## config.mk

```make
export PLATFORM = sky130hd
export DESIGN_NAME = piso_serializer
export DESIGN_NICKNAME = d
export VERILOG_FILES = /design/src/rtl/piso_serializer.sv
export SDC_FILE = /design/constraint.sdc
export NUM_CORES = 1
export LEC_CHECK = 0
export CAP_MARGIN = 0
export CORE_AREA = 2 2 39 41
export DETAILED_ROUTE_END_ITERATION = 7
export DIE_AREA = 0 0 41 43
export SETUP_SLACK_MARGIN = 0.02
export SLEW_MARGIN = 40
export SYNTH_ARGS = -nofsm -noshare
export SYNTH_HDL_FRONTEND = slang
export SYNTH_SLANG_ARGS = --single-unit
```

## constraint.sdc

```tcl
create_clock -name clk_i -period 1.1 [get_ports clk_i]
set_input_delay 0.22 -clock clk_i [delete_from_list [all_inputs] [get_ports clk_i]]
set_output_delay 0.22 -clock clk_i [all_outputs]
set_load 0.01 [all_outputs]
```

## src/rtl/piso_serializer.sv

```systemverilog
// Parallel-in serial-out serializer: valid/ready word in, MSB-first bit stream out with frame strobes.
// Optional even-parity trailer cycle enabled by defining PISO_PARITY_EN.
module piso_serializer #(
    parameter int unsigned WIDTH = 4
) (
    input  logic             clk_i,
    input  logic             rst_ni,
    input  logic             in_valid_i,
    output logic             in_ready_o,
    input  logic [WIDTH-1:0] parallel_in_i,
    output logic             serial_out_o,
    output logic             serial_valid_o,
    output logic             frame_start_o,
    output logic             frame_last_o,
    output logic             busy_o
);

    localparam int unsigned CntW = $clog2(WIDTH);

    typedef enum logic [1:0] {StIdle, StShift, StPar} state_e;

    state_e            state_q, state_d;
    logic [WIDTH-1:0]  shift_q, shift_d;
    logic [CntW-1:0]   cnt_q, cnt_d;
    logic              last_bit;
    logic              accept;
`ifdef PISO_PARITY_EN
    logic              par_q, par_d;
`endif

    always_comb begin
        last_bit = (state_q == StShift) && (cnt_q == CntW'(WIDTH - 1));
`ifdef PISO_PARITY_EN
        frame_last_o = (state_q == StPar);
`else
        frame_last_o = last_bit;
`endif
        in_ready_o = (state_q == StIdle) || frame_last_o;
        accept     = in_valid_i && in_ready_o;
    end

    always_comb begin
        state_d = state_q;
        shift_d = shift_q;
        cnt_d   = cnt_q;
        unique case (state_q)
            StIdle: ;
            StShift: begin
                if (!last_bit) begin
                    shift_d = shift_q << 1;
                    cnt_d   = cnt_q + CntW'(1);
                end else begin
`ifdef PISO_PARITY_EN
                    state_d = StPar;
`else
                    state_d = StIdle;
`endif
                end
            end
            StPar:   state_d = StIdle;
            default: state_d = StIdle;
        endcase
        // An accept only happens in IDLE or on the frame's last cycle, so it overrides the above.
        if (accept) begin
            state_d = StShift;
            shift_d = parallel_in_i;
            cnt_d   = '0;
        end
    end

`ifdef PISO_PARITY_EN
    always_comb begin
        par_d = accept ? ^parallel_in_i : par_q;
    end

    always_ff @(posedge clk_i or negedge rst_ni) begin
        if (!rst_ni) begin
            par_q <= 1'b0;
        end else begin
            par_q <= par_d;
        end
    end
`endif

    always_ff @(posedge clk_i or negedge rst_ni) begin
        if (!rst_ni) begin
            state_q <= StIdle;
            shift_q <= '0;
            cnt_q   <= '0;
        end else begin
            state_q <= state_d;
            shift_q <= shift_d;
            cnt_q   <= cnt_d;
        end
    end

    // Outputs decode directly from state registers; no input-to-output path except in_ready.
    always_comb begin
        serial_out_o   = 1'b0;
        serial_valid_o = (state_q != StIdle);
        busy_o         = (state_q != StIdle);
        frame_start_o  = (state_q == StShift) && (cnt_q == '0);
        if (state_q == StShift) begin
            serial_out_o = shift_q[WIDTH-1];
        end
`ifdef PISO_PARITY_EN
        if (state_q == StPar) begin
            serial_out_o = par_q;
        end
`endif
    end

endmodule

```

# == Yosys cells after proc, flatten, opt, wreduce, memory -nomap -nowiden ==
# Index checks and enable logic that the tools add are counted.
# totals
output_inout_bits,6
in_bits,7
elab_cells,29
register_bits,8
# classes
add_sub_neg,1
eq_ne,5
mux,10
reduce_logical,10
# op_table
cell,count
$mux 4,3
$mux 2,5
$logic_not 2->1,2
$pmux 2 s2,1
$reduce_and 2->1,2
$reduce_bool 2->1,2
$logic_and 1x1->1,3
$ne 3x3->1 const B,1
$add 2x1->2 const B,1
$eq 2x1->1 const B,1
$eq 2x2->1 const B,1
$ne 2x1->1 const B,1
$ne 2x2->1 const B,1
$logic_or 1x1->1,1
$mux 1,1

# == Depth between registers and ports, before layout ==
# depth
ltp_word,6
depth_mapped,5
mapped_depth_nobuf,4

# == Least setup slack after synthesis ==
# No wires, ideal clock.
# synth_path
path_type,reg-to-output
from,register cnt_q[0]
to,output port in_ready_o
path_slack_ns,-0.078
arrival_ns,0.958
required_time_ns,0.880
path_stages_with_launch,5
n_path_buf,1
path_cell_list,dfrtp_1 ha_1 nor2b_4 buf_6 inv_2
# synth_via
elab_chain_len,3
# synth_lines
element,line_no,text
start: declaration,24,"logic [CntW-1:0] cnt_q, cnt_d;"
start signal: assignment,93,cnt_q <= cnt_d;
$eq 2x2->1,32,last_bit = (state_q == StShift) && (cnt_q == CntW'(WIDTH - 1));
$logic_and 1x1->1,32,
$logic_or 1x1->1,38,in_ready_o = (state_q == StIdle) || frame_last_o;
end: declaration,9,"output logic in_ready_o,"
# No other way between the ends.

# == Final worst setup path ==
# layout_path
from,register cnt_q[1]
to,output port in_ready_o
# Same word-level chain as after synthesis.

==> impl_metrics.yaml <==
power_and_ir_drop:
  power_mw: 1.95
  ir_worst_vdd_mv: 0.932
  power.density_nw_per_um2: 2950
  total_leakage_power_nw: 0.323
finish:
  multi_input_comb_area_sq_um: 194
  drive_above_1_share_pct: 53.3
  seq_area_sq_um: 175
  mostFrequentLayoutCells: "9 x sky130_fd_sc_hd__buf_4, 7 x sky130_fd_sc_hd__dfrtp_1, 6 x sky130_fd_sc_hd__clkdlybuf4s50_1, 6 x sky130_fd_sc_hd__buf_6, 4 x sky130_fd_sc_hd__mux2i_1"
  stdcell_area_sq_um: 659
  fin_nets: 70
  mostFrequentLayoutCell: "sky130_fd_sc_hd__buf_4"
  antenna-diode-count: 0
  final-instance-count-excl-fill: 76
  final.fill_count: 139
  syn2layout_area_growth_pct: 68.4
floorplanning:
  die_h_um: 43
  design.die.area_sq_um: 1760
  initial_core_util_pct: 28.3
  die_width_um: 41
  io-pin-count: 13
  core-area_sq_um: 1380
  row_count: 14
setup_path:
  critical_path.cell_chain: "ha_2 > nor2b_4 > inv_4 > buf_6"
  critical_path.reg2reg.endpoint: "cnt_q[0]$_DFFE_PN0P_"
  cpMaxStageDelayCell: "sky130_fd_sc_hd__dfrtp_1"
  cp_slowest_stage_delay_ns: 0.39
  critPathLaunchType: "register"
  timing.reg2reg.worst_path_depth: 6
  timing.rr.start: "state_q[0]$_DFFE_PN0P_"
  crit_family: "flip-flops"
  setup.worst_path.end_class: "output pin"
  crit_fanout: 2
  timing.setup.critical_path_class: "register to output pin"
  reg2reg_slack_ns: -0.25
  worstPathRequired_ns: 0.88
  timing.critical_path.arrival_ns: 1.15
  critical_path.n_buffers_inverters: 2
route:
  detail_route.vias_per_cell: 4.09
  drtPass1Iterations: 2
  routed_wirelength_um: 725
  route.detailed.wl_per_inst_um: 9.54
  detail_route.drc_violations: 0
  initialDrtViolationCount: 2
  ant_nets: 0
  dr_total_vias: 311
timing:
  worst-slew-pin-transition_ns: 0.349
  layout_min_cycle_time_ns: 1.37
  clock.fmax_mhz: 730
  worst_setup_margin_ns: -0.270
  fin_worst_skew_ns: 0.00191
  setup_repair_after_global_routing_missed_its_margin: "true"
  setup_violations: 11
  final.setup.tns_ns: -2.04
  period_share_pct: 125
  drv_slew: 0
  finalHoldViolations: 0
  timing.slew.headroom_pct: 76.6
synth:
  synth.cell_area_sq_um: 392
  sequential_cell_area_fraction_in_the_yosys_report_pct: 44.7
  synthesis.area_per_instance_sq_um: 11.5
  synth.distinct_cells: 15
  yosysWarningCount: 0
  mappedNetlistNets: 43
  synth_cells: 34
  ys_ff_latch: 7
grt:
  grt_pass1_vias: 311
  antenna_violations_before_repair: 0
  globalRouteOverflowTotal: 0
  grt_first_pass_wirelength_um: 1160
  grt_max_degree: 8
  groute.usage.overall_pct: 10.3
clock_tree:
  clock_tree_root_driver_cell: "sky130_fd_sc_hd__clkbuf_4"
  clock_latency_ns: 0.24
  cts-hold-fix-buffers: 0
  clk_path_buf_depth: 2
  cts.htree.levels: 1
  numClockSinks: 7
  number_of_buffers_created_by_cts: 3
  tritoncts_clock_tree: "done"
  clkSlewWorstSetupHoldPaths_ns: 0.05
placement:
  dpl_cell_area_sq_um: 544
  dp_cells: 64
  globalplace.congestion: 0.670
  io_buffers: 12
  hpwlAfterDp_um: 451
  dp_slack_ns: -0.339
run_status:
  failed_checks: "setup timing"
  outcome: "complete, but fails checks"
worst_hold_path:
  hold_class: "input pin to asynchronous set/reset pin"
run:
  drv.max_cap_violation_count: 0
layout make-up:
| class | count | area share (%) |
|---|---|---|
| Clock buffer | 4 | 3.98 |
| Inverter | 3 | 2.09 |
| Multi-Input combinational cell | 21 | 29.4 |
| Sequential cell | 7 | 26.6 |
| Tap cell | 16 | 3.04 |
| Timing Repair Buffer | 25 | 34.9 |
Yosys cell counts:
library cell,instances,area (sq um)
sky130_fd_sc_hd__nor2b_4,1,13.8
sky130_fd_sc_hd__inv_1,2,7.51
sky130_fd_sc_hd__nor2_1,1,3.75
sky130_fd_sc_hd__or2_4,1,8.76
sky130_fd_sc_hd__o31ai_2,1,12.5
sky130_fd_sc_hd__dfrtp_1,7,175
sky130_fd_sc_hd__mux2i_4,1,22.5
sky130_fd_sc_hd__o21ai_0,3,15.0
sky130_fd_sc_hd__buf_6,2,22.5
sky130_fd_sc_hd__ha_1,2,25.0
sky130_fd_sc_hd__mux2i_1,4,40.0
sky130_fd_sc_hd__and2_1,3,18.8
sky130_fd_sc_hd__inv_2,1,3.75
sky130_fd_sc_hd__buf_4,1,7.51
sky130_fd_sc_hd__nand2_1,4,15.0
per-stage QoR:
stage / utilization (%) / hold WS, ns
6_report: 47.6 / 0.240
3_3_place_gp: 39.3 / 0.467
4_1_cts: 45.7 / 0.232
5_1_grt: 47.6 / 0.256
3_5_place_dp: 39.3 / 0.467
2_1_floorplan: - / -0.0756
registers in the layout, summed over array words and instances (netlist names):
name and cells:
cnt_q 2, state_q 1, shift_q 4
cell families after synthesis:
kind of cell	after synthesis	synth area share [%]
AND/OR/NAND/NOR	10	15.3
flip-flops	7	44.7
buffers and inverters	6	10.5
multiplexers	5	16.0
AO/OA/AOI/OAI	4	7.03
adder cells (fa/ha/maj)	2	6.39
metal layers:
| metal | GRT usage, % | up-vias | wire (um) |
|---|---|---|---|
| met4 | 6.00 | 0 | 0 |
| met3 | 5.24 | 0 | 57 |
| met1 | 9.33 | 142 | 250 |
| li1 | - | 161 | - |
| met5 | 0 | - | 0 |
| met2 | 16.9 | 8 | 417 |
worst max-delay path by stage:
stage / startpoint / to / slack, ns / cells past startpoint
final: cnt_q[1]$_DFFE_PN0P_ / in_ready_o / -0.27 / 4
after floorplan: cnt_q[0]$_DFFE_PN0P_ / in_ready_o / -0.02 / 4
after global placement: cnt_q[1]$_DFFE_PN0P_ / in_ready_o / -0.34 / 4
after CTS: cnt_q[0]$_DFFE_PN0P_ / in_ready_o / -0.27 / 4
after detailed placement: cnt_q[0]$_DFFE_PN0P_ / frame_last_o / -0.34 / 3
after global routing: cnt_q[1]$_DFFE_PN0P_ / in_ready_o / -0.31 / 4
what timing repair did:
item | in CTS | in global routing
setup buffers | 8 | 0
setup endpoints to repair | 13 | 12
pin swaps | 4 | 1
gates cloned | 0 | 0
hold endpoints to repair | 0 | 0
resized for setup | 30 | 7
worst register-to-register path: stages, from the launching register on:
cell,delay (ns)
sky130_fd_sc_hd__dfrtp_1,0.40
sky130_fd_sc_hd__buf_4,0.15
sky130_fd_sc_hd__nor2b_4,0.13
sky130_fd_sc_hd__buf_4,0.13
sky130_fd_sc_hd__buf_6,0.12
sky130_fd_sc_hd__or2_4,0.24
sky130_fd_sc_hd__mux2i_4,0.12
power by group:
part	leakage [nW]	switching, mW	internal (mW)	total, mW
clock network	0.0150	0.0926	0.138	0.231
registers	0.0869	0.0639	0.363	0.427
logic	0.221	0.488	0.802	1.29
total	0.323	0.645	1.30	1.95
(Power assumes the default switching activity.)
